**src/rtl/match_req_dispatcher_pkg.sv**
```systemverilog
// Shared types and defaults for the match-request dispatcher.
//   state_t      : dispatcher FSM states
//   DEF_*        : default geometry and channel windows (ch0 in the LSBs)
//   slot_w()     : width of a slot index, never narrower than one bit
package match_req_dispatcher_pkg;

  typedef enum logic [1:0] {
    ST_IDLE     = 2'd0,
    ST_DISPATCH = 2'd1,
    ST_REPORT   = 2'd2
  } state_t;

  localparam int DEF_LAZY_LEN    = 4;
  localparam int DEF_NUM_CH      = 4;
  localparam int DEF_OFFSET_BITS = 20;
  localparam int DEF_INFO_BITS   = 32;

  localparam int ROUTE_FIRST = 1;

  // Windows are OFFSET_BITS+1 wide so an upper bound of 2^OFFSET_BITS fits.
  localparam logic [83:0] DEF_CH_LO = {21'd65536, 21'd0, 21'd0, 21'd0};
  localparam logic [83:0] DEF_CH_HI = {21'd1048576, 21'd65536, 21'd32768, 21'd4096};

  function automatic int slot_w(input int n);
    return (n <= 1) ? 1 : $clog2(n);
  endfunction

endpackage

```
**src/rtl/match_req_dispatcher_if.sv**
```systemverilog
// Bundle between the lazy-match front end, the dispatcher and the match PEs.
//   in_valid/in_ready/in_offset/in_info : one batch of LAZY_LEN requests
//   out_valid/out_ready                 : per-channel request handshake
//   out_offset/out_info/out_slot        : request presented on each channel
//   done_valid/done_nomatch             : end-of-batch pulse and unroutable slots
// master = environment side (front end + PEs), slave = dispatcher.
interface match_req_dispatcher_if
  import match_req_dispatcher_pkg::*;
#(
  parameter int LAZY_LEN    = DEF_LAZY_LEN,
  parameter int NUM_CH      = DEF_NUM_CH,
  parameter int OFFSET_BITS = DEF_OFFSET_BITS,
  parameter int INFO_BITS   = DEF_INFO_BITS
);
  localparam int SLOT_W = slot_w(LAZY_LEN);

  logic                            in_valid;
  logic                            in_ready;
  logic [LAZY_LEN*OFFSET_BITS-1:0] in_offset;
  logic [LAZY_LEN*INFO_BITS-1:0]   in_info;
  logic [NUM_CH-1:0]               out_valid;
  logic [NUM_CH-1:0]               out_ready;
  logic [NUM_CH*OFFSET_BITS-1:0]   out_offset;
  logic [NUM_CH*INFO_BITS-1:0]     out_info;
  logic [NUM_CH*SLOT_W-1:0]        out_slot;
  logic                            done_valid;
  logic [LAZY_LEN-1:0]             done_nomatch;

  modport master (
    output in_valid, in_offset, in_info, out_ready,
    input  in_ready, out_valid, out_offset, out_info, out_slot, done_valid, done_nomatch
  );

  modport slave (
    input  in_valid, in_offset, in_info, out_ready,
    output in_ready, out_valid, out_offset, out_info, out_slot, done_valid, done_nomatch
  );

endinterface

```
**src/rtl/match_req_window_cmp.sv**
```systemverilog
// Combinational route table: LAZY_LEN x NUM_CH window hit matrix.
//   offset : packed slot offsets, slot i at [i*OFFSET_BITS +: OFFSET_BITS]
//   hit    : bit i*NUM_CH+j set when slot i falls in [CH_LO[j], CH_HI[j])
// With ROUTE_MODE = ROUTE_FIRST only the lowest hitting channel is kept per slot.
module match_req_window_cmp
  import match_req_dispatcher_pkg::*;
#(
  parameter int LAZY_LEN    = DEF_LAZY_LEN,
  parameter int NUM_CH      = DEF_NUM_CH,
  parameter int OFFSET_BITS = DEF_OFFSET_BITS,
  parameter int ROUTE_MODE  = 0,
  parameter logic [NUM_CH*(OFFSET_BITS+1)-1:0] CH_LO = '0,
  parameter logic [NUM_CH*(OFFSET_BITS+1)-1:0] CH_HI = '0
) (
  input  logic [LAZY_LEN*OFFSET_BITS-1:0] offset,
  output logic [LAZY_LEN*NUM_CH-1:0]      hit
);
  localparam int BW = OFFSET_BITS + 1;

  logic [NUM_CH-1:0] row;
  logic [BW-1:0]     off_ext;

  always_comb begin
    hit     = '0;
    row     = '0;
    off_ext = '0;
    for (int i = 0; i < LAZY_LEN; i++) begin
      off_ext = {1'b0, offset[i*OFFSET_BITS +: OFFSET_BITS]};
      for (int j = 0; j < NUM_CH; j++) begin
        row[j] = (off_ext >= CH_LO[j*BW +: BW]) && (off_ext < CH_HI[j*BW +: BW]);
      end
      // x & -x isolates the lowest set bit, i.e. the lowest-index channel.
      if (ROUTE_MODE == ROUTE_FIRST) row = row & (~row + NUM_CH'(1));
      hit[i*NUM_CH +: NUM_CH] = row;
    end
  end

endmodule

```
**src/rtl/match_req_dispatcher.sv**
```systemverilog
// Registered, handshaked offset->channel dispatcher.
//   clk, rst : clock and synchronous active-high reset
//   bus      : slave side of match_req_dispatcher_if
// A batch is latched in IDLE; in DISPATCH every channel independently presents
// its lowest pending slot until the pending bitmap drains; REPORT pulses
// done_valid with the slots that matched no channel.
module match_req_dispatcher
  import match_req_dispatcher_pkg::*;
#(
  parameter int LAZY_LEN    = DEF_LAZY_LEN,
  parameter int NUM_CH      = DEF_NUM_CH,
  parameter int OFFSET_BITS = DEF_OFFSET_BITS,
  parameter int INFO_BITS   = DEF_INFO_BITS,
  parameter int ROUTE_MODE  = 0,
  parameter logic [NUM_CH*(OFFSET_BITS+1)-1:0] CH_LO = DEF_CH_LO,
  parameter logic [NUM_CH*(OFFSET_BITS+1)-1:0] CH_HI = DEF_CH_HI
) (
  input logic                   clk,
  input logic                   rst,
  match_req_dispatcher_if.slave bus
);
  localparam int SLOT_W = slot_w(LAZY_LEN);

  state_t                          state_p1;
  logic                            in_ready_p1;
  logic [LAZY_LEN*NUM_CH-1:0]      pending_p1;
  logic [LAZY_LEN*OFFSET_BITS-1:0] offset_p1;
  logic [LAZY_LEN*INFO_BITS-1:0]   info_p1;
  logic [LAZY_LEN-1:0]             nomatch_p1;

  logic [LAZY_LEN*NUM_CH-1:0]      hit;
  logic [LAZY_LEN-1:0]             nomatch_nxt;
  logic [LAZY_LEN*NUM_CH-1:0]      clr;
  logic [LAZY_LEN*NUM_CH-1:0]      pending_nxt;
  logic [NUM_CH-1:0]               ch_vld;
  logic [NUM_CH*OFFSET_BITS-1:0]   ch_off;
  logic [NUM_CH*INFO_BITS-1:0]     ch_info;
  logic [NUM_CH*SLOT_W-1:0]        ch_slot;
  logic                            accept;

  // ---- stage p0: route compare on the incoming batch ----
  match_req_window_cmp #(
    .LAZY_LEN   (LAZY_LEN),
    .NUM_CH     (NUM_CH),
    .OFFSET_BITS(OFFSET_BITS),
    .ROUTE_MODE (ROUTE_MODE),
    .CH_LO      (CH_LO),
    .CH_HI      (CH_HI)
  ) u_cmp (
    .offset(bus.in_offset),
    .hit   (hit)
  );

  always_comb begin
    nomatch_nxt = '0;
    for (int i = 0; i < LAZY_LEN; i++) nomatch_nxt[i] = ~|hit[i*NUM_CH +: NUM_CH];
  end

  assign accept = (state_p1 == ST_IDLE) && in_ready_p1 && bus.in_valid;

  // ---- stage p1: latched batch, per-channel priority pick ----
  always_comb begin
    ch_vld  = '0;
    ch_off  = '0;
    ch_info = '0;
    ch_slot = '0;
    clr     = '0;
    for (int j = 0; j < NUM_CH; j++) begin
      // Scan high to low so the lowest pending slot is the one left standing.
      for (int i = LAZY_LEN - 1; i >= 0; i--) begin
        if (pending_p1[i*NUM_CH+j]) begin
          ch_vld[j]                          = 1'b1;
          ch_off[j*OFFSET_BITS +: OFFSET_BITS] = offset_p1[i*OFFSET_BITS +: OFFSET_BITS];
          ch_info[j*INFO_BITS +: INFO_BITS]    = info_p1[i*INFO_BITS +: INFO_BITS];
          ch_slot[j*SLOT_W +: SLOT_W]          = SLOT_W'(i);
        end
      end
      for (int i = 0; i < LAZY_LEN; i++) begin
        clr[i*NUM_CH+j] = ch_vld[j] && bus.out_ready[j] && (ch_slot[j*SLOT_W +: SLOT_W] == SLOT_W'(i));
      end
    end
  end

  assign pending_nxt = pending_p1 & ~clr;

  always_ff @(posedge clk) begin
    if (rst) begin
      state_p1    <= ST_IDLE;
      in_ready_p1 <= 1'b0;
      pending_p1  <= '0;
    end else begin
      case (state_p1)
        ST_IDLE: begin
          in_ready_p1 <= 1'b1;
          if (accept) begin
            pending_p1  <= hit;
            in_ready_p1 <= 1'b0;
            state_p1    <= (|hit) ? ST_DISPATCH : ST_REPORT;
          end
        end
        ST_DISPATCH: begin
          pending_p1 <= pending_nxt;
          if (pending_nxt == '0) state_p1 <= ST_REPORT;
        end
        ST_REPORT: begin
          in_ready_p1 <= 1'b1;
          state_p1    <= ST_IDLE;
        end
        default: begin
          pending_p1 <= '0;
          state_p1   <= ST_IDLE;
        end
      endcase
    end
  end

  always_ff @(posedge clk) begin
    if (accept) begin
      offset_p1  <= bus.in_offset;
      info_p1    <= bus.in_info;
      nomatch_p1 <= nomatch_nxt;
    end
  end

  assign bus.in_ready     = in_ready_p1;
  assign bus.out_valid    = ch_vld;
  assign bus.out_offset   = ch_off;
  assign bus.out_info     = ch_info;
  assign bus.out_slot     = ch_slot;
  assign bus.done_valid   = (state_p1 == ST_REPORT);
  assign bus.done_nomatch = (state_p1 == ST_REPORT) ? nomatch_p1 : '0;

endmodule

```
**src/flat_wrapper.sv**
```systemverilog
// flat-port wrapper written by rule: the top's interface ports become plain ports
module match_req_dispatcher_flat import match_req_dispatcher_pkg::*;
#(
  parameter int LAZY_LEN    = DEF_LAZY_LEN,
  parameter int NUM_CH      = DEF_NUM_CH,
  parameter int OFFSET_BITS = DEF_OFFSET_BITS,
  parameter int INFO_BITS   = DEF_INFO_BITS,
  parameter int ROUTE_MODE  = 0,
  parameter logic [NUM_CH*(OFFSET_BITS+1)-1:0] CH_LO = DEF_CH_LO,
  parameter logic [NUM_CH*(OFFSET_BITS+1)-1:0] CH_HI = DEF_CH_HI
)
  (clk, rst, bus_in_valid, bus_in_offset, bus_in_info, bus_out_ready, bus_in_ready, bus_out_valid, bus_out_offset, bus_out_info, bus_out_slot, bus_done_valid, bus_done_nomatch);
  match_req_dispatcher_if #(.LAZY_LEN(LAZY_LEN), .NUM_CH(NUM_CH), .OFFSET_BITS(OFFSET_BITS), .INFO_BITS(INFO_BITS)) bus_i ();
  input logic clk;
  input logic rst;
  input wire logic [$bits(bus_i.in_valid)-1:0] bus_in_valid;
  input wire logic [$bits(bus_i.in_offset)-1:0] bus_in_offset;
  input wire logic [$bits(bus_i.in_info)-1:0] bus_in_info;
  input wire logic [$bits(bus_i.out_ready)-1:0] bus_out_ready;
  output wire logic [$bits(bus_i.in_ready)-1:0] bus_in_ready;
  output wire logic [$bits(bus_i.out_valid)-1:0] bus_out_valid;
  output wire logic [$bits(bus_i.out_offset)-1:0] bus_out_offset;
  output wire logic [$bits(bus_i.out_info)-1:0] bus_out_info;
  output wire logic [$bits(bus_i.out_slot)-1:0] bus_out_slot;
  output wire logic [$bits(bus_i.done_valid)-1:0] bus_done_valid;
  output wire logic [$bits(bus_i.done_nomatch)-1:0] bus_done_nomatch;
  assign bus_i.in_valid = bus_in_valid;
  assign bus_i.in_offset = bus_in_offset;
  assign bus_i.in_info = bus_in_info;
  assign bus_i.out_ready = bus_out_ready;
  assign bus_in_ready = bus_i.in_ready;
  assign bus_out_valid = bus_i.out_valid;
  assign bus_out_offset = bus_i.out_offset;
  assign bus_out_info = bus_i.out_info;
  assign bus_out_slot = bus_i.out_slot;
  assign bus_done_valid = bus_i.done_valid;
  assign bus_done_nomatch = bus_i.done_nomatch;
  match_req_dispatcher #(.LAZY_LEN(LAZY_LEN), .NUM_CH(NUM_CH), .OFFSET_BITS(OFFSET_BITS), .INFO_BITS(INFO_BITS), .ROUTE_MODE(ROUTE_MODE), .CH_LO(CH_LO), .CH_HI(CH_HI)) u_core (.clk(clk), .rst(rst), .bus(bus_i));
endmodule
```
**config.mk**
```make
export PLATFORM = sky130hd
export DESIGN_NAME = match_req_dispatcher_flat
export DESIGN_NICKNAME = d
export VERILOG_FILES = /design/src/rtl/match_req_dispatcher_pkg.sv /design/src/rtl/match_req_dispatcher_if.sv /design/src/rtl/match_req_window_cmp.sv /design/src/rtl/match_req_dispatcher.sv /design/src/flat_wrapper.sv
export SDC_FILE = /design/constraint.sdc
export NUM_CORES = 1
export LEC_CHECK = 0
export CAP_MARGIN = 20
export CORE_MARGIN = 3
export CORE_UTILIZATION = 42
export DETAILED_ROUTE_END_ITERATION = 8
export GPL_TIMING_DRIVEN = 0
export PLACE_DENSITY = 0.79
export SLEW_MARGIN = 20
export SYNTH_ARGS = -nofsm -noshare
export SYNTH_HDL_FRONTEND = slang
export SYNTH_SLANG_ARGS = --single-unit
```
**constraint.sdc**
```tcl
create_clock -name clk -period 6.6 [get_ports clk]
set_clock_uncertainty 0.15 [all_clocks]
set_input_delay 1.32 -clock clk [delete_from_list [all_inputs] [get_ports clk]]
set_output_delay 1.32 -clock clk [all_outputs]
set_load 0.01 [all_outputs]
```
Word level (Yosys, flattened, before mapping)
Cells that the tools add are included.
{"block": "classes", "order_cmp": 16, "n_eq_ne": 16, "n_reduce_logical": 40, "muxes": 73, "bitwise": 3}
{"op": "32-bit 2-to-1 mux", "n": 16}
{"op": "20-bit 2-to-1 mux", "n": 16}
{"op": "20-bit by 17-bit greater-or-equal comparator with 1-bit output, second input constant", "n": 4}
{"op": "20-bit by 13-bit less-than comparator with 1-bit output, second input constant", "n": 4}
{"op": "20-bit by 16-bit less-than comparator with 1-bit output, second input constant", "n": 4}
{"op": "20-bit by 17-bit less-than comparator with 1-bit output, second input constant", "n": 4}
{"op": "16-bit case mux with 3 select lines", "n": 1}
{"op": "2-bit 2-to-1 mux", "n": 19}
{"op": "1-bit logical AND", "n": 22}
{"op": "2-bit equality test, second input constant", "n": 9}
{"op": "1-bit 2-to-1 mux", "n": 17}
{"op": "16-bit bitwise AND", "n": 1}
{"op": "16-bit logical NOT", "n": 1}
{"op": "16-bit 2-to-1 mux", "n": 1}
{"op": "16-bit NOT", "n": 1}
{"op": "16-bit OR reduction", "n": 1}
{"op": "4-bit OR reduction", "n": 4}
{"op": "2-bit by 1-bit equality test with 1-bit output, second input constant", "n": 5}
{"op": "2-bit logical NOT", "n": 5}
{"op": "1-bit logical NOT", "n": 4}
{"op": "4-bit 2-to-1 mux", "n": 1}
{"op": "2-bit by 1-bit != test with 1-bit output, second input constant", "n": 2}
{"op": "2-bit case mux with 2 select lines", "n": 1}
{"op": "2-bit AND reduction", "n": 2}
{"op": "3 further kinds", "n": 3}
{"block": "totals", "regBits": 231, "out_inout_bits": 226}

Depth between registers and ports, before layout
{"block": "logic_depth", "depth_word": 11, "mapped_depth": 7, "ltp_nobuf": 5}

Hierarchy
From an unflattened synthesis, not the netlist that was laid out.
{"block": "hier_totals", "cells_unflattened": 1584, "hier_area_um2": 13531.7}
{"module": "match_req_dispatcher", "cells_each": 1564, "area_each_um2": 13401.6, "n_inst": 1, "seq_area_each_um2": 6746.5}
{"module": "match_req_window_cmp", "cells_each": 20, "area_each_um2": 130.1, "n_inst": 1, "seq_area_each_um2": 0.0}

Least setup slack after synthesis
No wires, ideal clock.
{"block": "synth_path", "path_kind": "in2reg", "startpoint": "in bus_in_valid", "endpoint": "reg u_core.info_p1[0] (enable)", "setup_time_ns": 0.566, "n_path_buf": 0, "stages": 3, "setup_slack_ns": -0.023, "arrival_time_ns": 5.907, "required_time_ns": 5.884, "cell_sequence": "nand2_1 or3_1 inv_1"}
{"block": "synth_between", "elab_chain_len": 1}
{"element": "start, declared", "line": "flat_wrapper.sv:16", "rtl": "input wire logic [$bits(bus_i.in_valid)-1:0] bus_in_valid;"}
{"element": "1-bit logical AND", "line": "match_req_dispatcher.sv:59", "rtl": "assign accept = (state_p1 == ST_IDLE) && in_ready_p1 && bus.in_valid;"}
{"element": "via u_core.accept", "line": "match_req_dispatcher.sv:39", "rtl": "logic accept;"}
{"element": "end signal, assigned", "line": "match_req_dispatcher.sv:120", "rtl": "info_p1 <= bus.in_info;"}
{"element": "end, declared", "line": "match_req_dispatcher.sv:28", "rtl": "logic [LAZY_LEN*INFO_BITS-1:0] info_p1;"}
The timed path passes the listed nets, and every way through them passes these cells.
A chain may end at the register's enable or synchronous reset.

Worst setup path after layout
{"block": "layout_path", "startpoint": "reg u_core.pending_p1[0]", "endpoint": "out bus_out_info[23]"}
{"block": "layout_between", "elab_chain_len": 1}
{"element": "start, declared", "line": "match_req_dispatcher.sv:26", "rtl": "logic [LAZY_LEN*NUM_CH-1:0] pending_p1;"}
{"element": "start signal, assigned", "line": "match_req_dispatcher.sv:96", "rtl": "pending_p1 <= hit;"}
{"element": "start signal, assigned", "line": "match_req_dispatcher.sv:102", "rtl": "pending_p1 <= pending_nxt;"}
{"element": "32-bit 2-to-1 mux", "line": "match_req_dispatcher.sv:71", "rtl": "if (pending_p1[i*NUM_CH+j]) begin"}
{"element": "end, declared", "line": "flat_wrapper.sv:23", "rtl": "output wire logic [$bits(bus_i.out_info)-1:0] bus_out_info;"}
No other way between the ends.

==> impl_metrics.py <==
metrics = {
    "run_status": {
        "outcome": "finished clean",
    },
    "sta": {
        "setup_violations": 0,
        "period_minus_slack_ns": 5.21,
        "drv_slew": 0,
        "rsz0062_at_grt": "no",
        "slew_headroom_pct": 43.0,
        "tightest_slew_ns": 0.854,
        "fin_crit_sh_pct": 78.9,
        "finalHoldViolations": 0,
        "fin_setup_tns_ns": 0,
        "hold_slack_ns": 0.416,
        "fmax_ghz": 0.192,
        "timing.final.ws_setup_ns": 1.39,
    },
    "synth": {
        "yosys_warnings": 0,
        "synth.top_cell.area_share_pct": 47.6,
        "synth-seq-area-share_pct": 50.5,
        "synthFlopType": "edfxtp_1",
        "synth_cell_types": 39,
        "yosysTopAreaCell": "edfxtp_1",
        "synthTopCellsByCount": "246 x nor2_1, 220 x a22oi_1, 219 x nand2_1",
        "postSynth.asyncResetShare_pct": 0,
        "post-synth-top-count-cell": "nor2_1",
        "postSynthCellCount": 1567,
        "syn_area_mm2": 0.0134,
        "synthTopCellsByArea": "edfxtp_1 48%, a22oi_1 12%, a21oi_1 8.0%, nor2_1 6.9%, o21ai_1 6.4%",
        "synth_edf_count": 212,
        "yosys_register_bits": 231,
        "synth.avg_cell_area_um2": 8.53,
    },
    "die": {
        "io_pins": 441,
        "core.rowCount": 64,
        "die_y_um": 184,
        "core_mm2": 0.0310,
        "fp.dieArea_mm2": 0.0340,
        "start_util_pct": 43.1,
        "dieWidth_um": 184,
    },
    "setup_path": {
        "path_cells": "clkbuf_1, clkbuf_1, clkbuf_1, nand2_1, o21ai_1, clkdlybuf4s50_1",
        "cp.arrival_ns": 3.74,
        "crit_fanout": 10,
        "r2r_setup_slack_ns": 3.90,
        "slowest_stage": "clkbuf_1",
        "required_ns": 5.13,
        "end_kind": "output pin",
        "startpoint_type": "flip-flop",
        "path_class": "reg -> out",
        "slowest_delay_ns": 0.71,
        "cp_common_cell": "clkbuf_1",
    },
    "global_routing": {
        "grt_pass1_wl_um": 91700,
        "grt_start_max_net_pins": 36,
        "grt_pass1_vias": 15083,
        "track_usage_pct": 35.3,
        "grt_overflow": 0,
        "grt_antenna_before_repair": 8,
    },
    "pwr": {
        "p_per_area_mw_per_mm2": 209,
        "p_int_mw": 2.94,
        "swShare_pct": 27.1,
        "total_power_mw": 4.03,
        "p_sw_mw": 1.09,
        "clockPowerShare_pct": 38.5,
        "sequentialPowerShare_pct": 44.1,
        "peakVddDrop_uv": 209,
        "combPwrFrac_pct": 17.4,
        "p_leak_nw": 6.43,
    },
    "layout": {
        "n_fill_cell": 2553,
        "syn_to_final_growth_pct": 44.5,
        "fin_cells": 2472,
        "finalNetCount": 2261,
        "drive_gt1_share_pct": 2.61,
    },
    "drt": {
        "ant_nets": 0,
        "wl_um": 63400,
        "post_drt_wl_per_cell_um": 25.6,
        "via_per_inst": 6.32,
        "drt-initial-drc-count": 2545,
        "firstDrtPassIters": 7,
        "drc_errors": 0,
        "vias": 15626,
    },
    "cts": {
        "post_cts_buffers": 0,
        "cts_tree": "yes",
        "clock_latency_ns": 0.56,
        "cts-buffers-inserted": 29,
        "cts.sinks": 231,
        "root_buffer": "clkbuf_16",
        "ctsHoldBuffers": 0,
        "cts.clk_slew.worst_paths_ns": 0.06,
        "cts_buffer_depth": 3,
        "htreeDepth": 1,
        "ctsResizeCount": 0,
    },
    "placed_design": {
        "dpl.hpwl_um": 45100,
        "dp.cells": 2411,
        "dp_slack_ns": 2.07,
        "gp_congestion": 0.940,
        "io_buffers": 439,
    },
    "worst_hold_path": {
        "hold_class": "reg -> reg",
    },
    "job": {
        "drv_cap": 0,
    },
}
[flip-flops by register name, summed over array words and instances (netlist names)]
name	count
u_core.info_p1	128
u_core.bus.in_ready	1
u_core.state_p1	2
u_core.nomatch_p1	4
u_core.offset_p1	80
u_core.pending_p1	16
[worst paths after layout]
path,from,end,cells after the start
worst max-delay path,u_core.pending_p1[0]$_SDFFE_PP0P_,bus_out_info[23],6
worst min-delay path,u_core.bus.in_ready$_SDFFE_PP0P_,u_core.bus.in_ready$_SDFFE_PP0P_,2
worst min register to register,u_core.bus.in_ready$_SDFFE_PP0P_,u_core.bus.in_ready$_SDFFE_PP0P_,2
worst max register to register,u_core.state_p1[0]$_SDFFE_PP0P_,u_core.offset_p1[15]$_DFFE_PP_,5
[metal layers]
layer	GRT usage [%]	routed length, µm	vias up
met4	18.0	3610	2
met2	55.3	28500	1464
met5	0	7	-
met1	46.2	23500	7189
met3	7.64	7780	244
li1	-	-	6727
[final cells by class]
| class | instances | area, µm² | share of cell area (%) |
|---|---|---|---|
| Buffer | 151 | 573 | 2.97 |
| Clock inverter | 19 | 159 | 0.823 |
| Multi-Input combinational cell | 1185 | 6040 | 31.3 |
| Inverter | 3 | 15.0 | 0.0778 |
| Timing Repair Buffer | 445 | 4510 | 23.4 |
| Sequential cell | 231 | 6750 | 34.9 |
| Antenna cell | 9 | 22.5 | 0.117 |
| Clock buffer | 33 | 741 | 3.84 |
| Tap cell | 396 | 495 | 2.57 |
[cell usage in the layout (no fill, tap or decap), types with 3 or more instances in the layout]
master             n
a21oi_1          214
a22oi_1          220
a2bb2oi_1          4
a31oi_1            3
and3_1             6
buf_1             27
buf_12             6
buf_2              5
bufinv_16          3
clkbuf_1         123
clkbuf_16         29
clkdlybuf4s50_1  439
clkinv_1          11
clkinv_2           4
conb_1             4
dfxtp_1           19
diode_2            9
edfxtp_1         212
nand2_1          219
nand2b_1           4
nor2_1           246
nor2b_1            9
nor3_1             6
nor4_1             4
o21ai_0           46
o21ai_1          170
or3_1              4
or4_1              5
[stage by stage]
stage,util [%],instance area (µm²)
3_3_place_gp,58.9,18300
3_5_place_dp,59.3,18400
4_1_cts,62.2,19300
5_1_grt,62.3,19300
6_report,62.3,19300
2_1_floorplan,-,13400
[critical path, delay by kind of cell, from the launching register on]
family	cells	cell delay, ns
AND/OR/NAND/NOR	1	0.10
AO/OA/AOI/OAI	1	0.20
buffers and inverters	4	2.47
flip-flops	1	0.42
[power by group through the flow]
stage	Sequential [mW]	Combinational [mW]	Clock, mW
2_1_floorplan	1.79	0.267	0
3_3_place_gp	1.81	0.666	0
3_5_place_dp	1.80	0.686	0
4_1_cts	1.77	0.689	1.56
5_1_grt	1.78	0.738	1.61
6_report	1.78	0.700	1.55
[cells by family (layout without fill, tap and decap cells)]
group	count (synthesis)	count (layout)	synth area share, %
compound gates	667	667	29.6
buf+inv	154	651	4.37
flops	231	231	50.5
mux	1	1	0.0749
other cells	1	13	0.0281
simple gates	513	513	15.4
No activity file was read; power rests on OpenSTA's default activity.
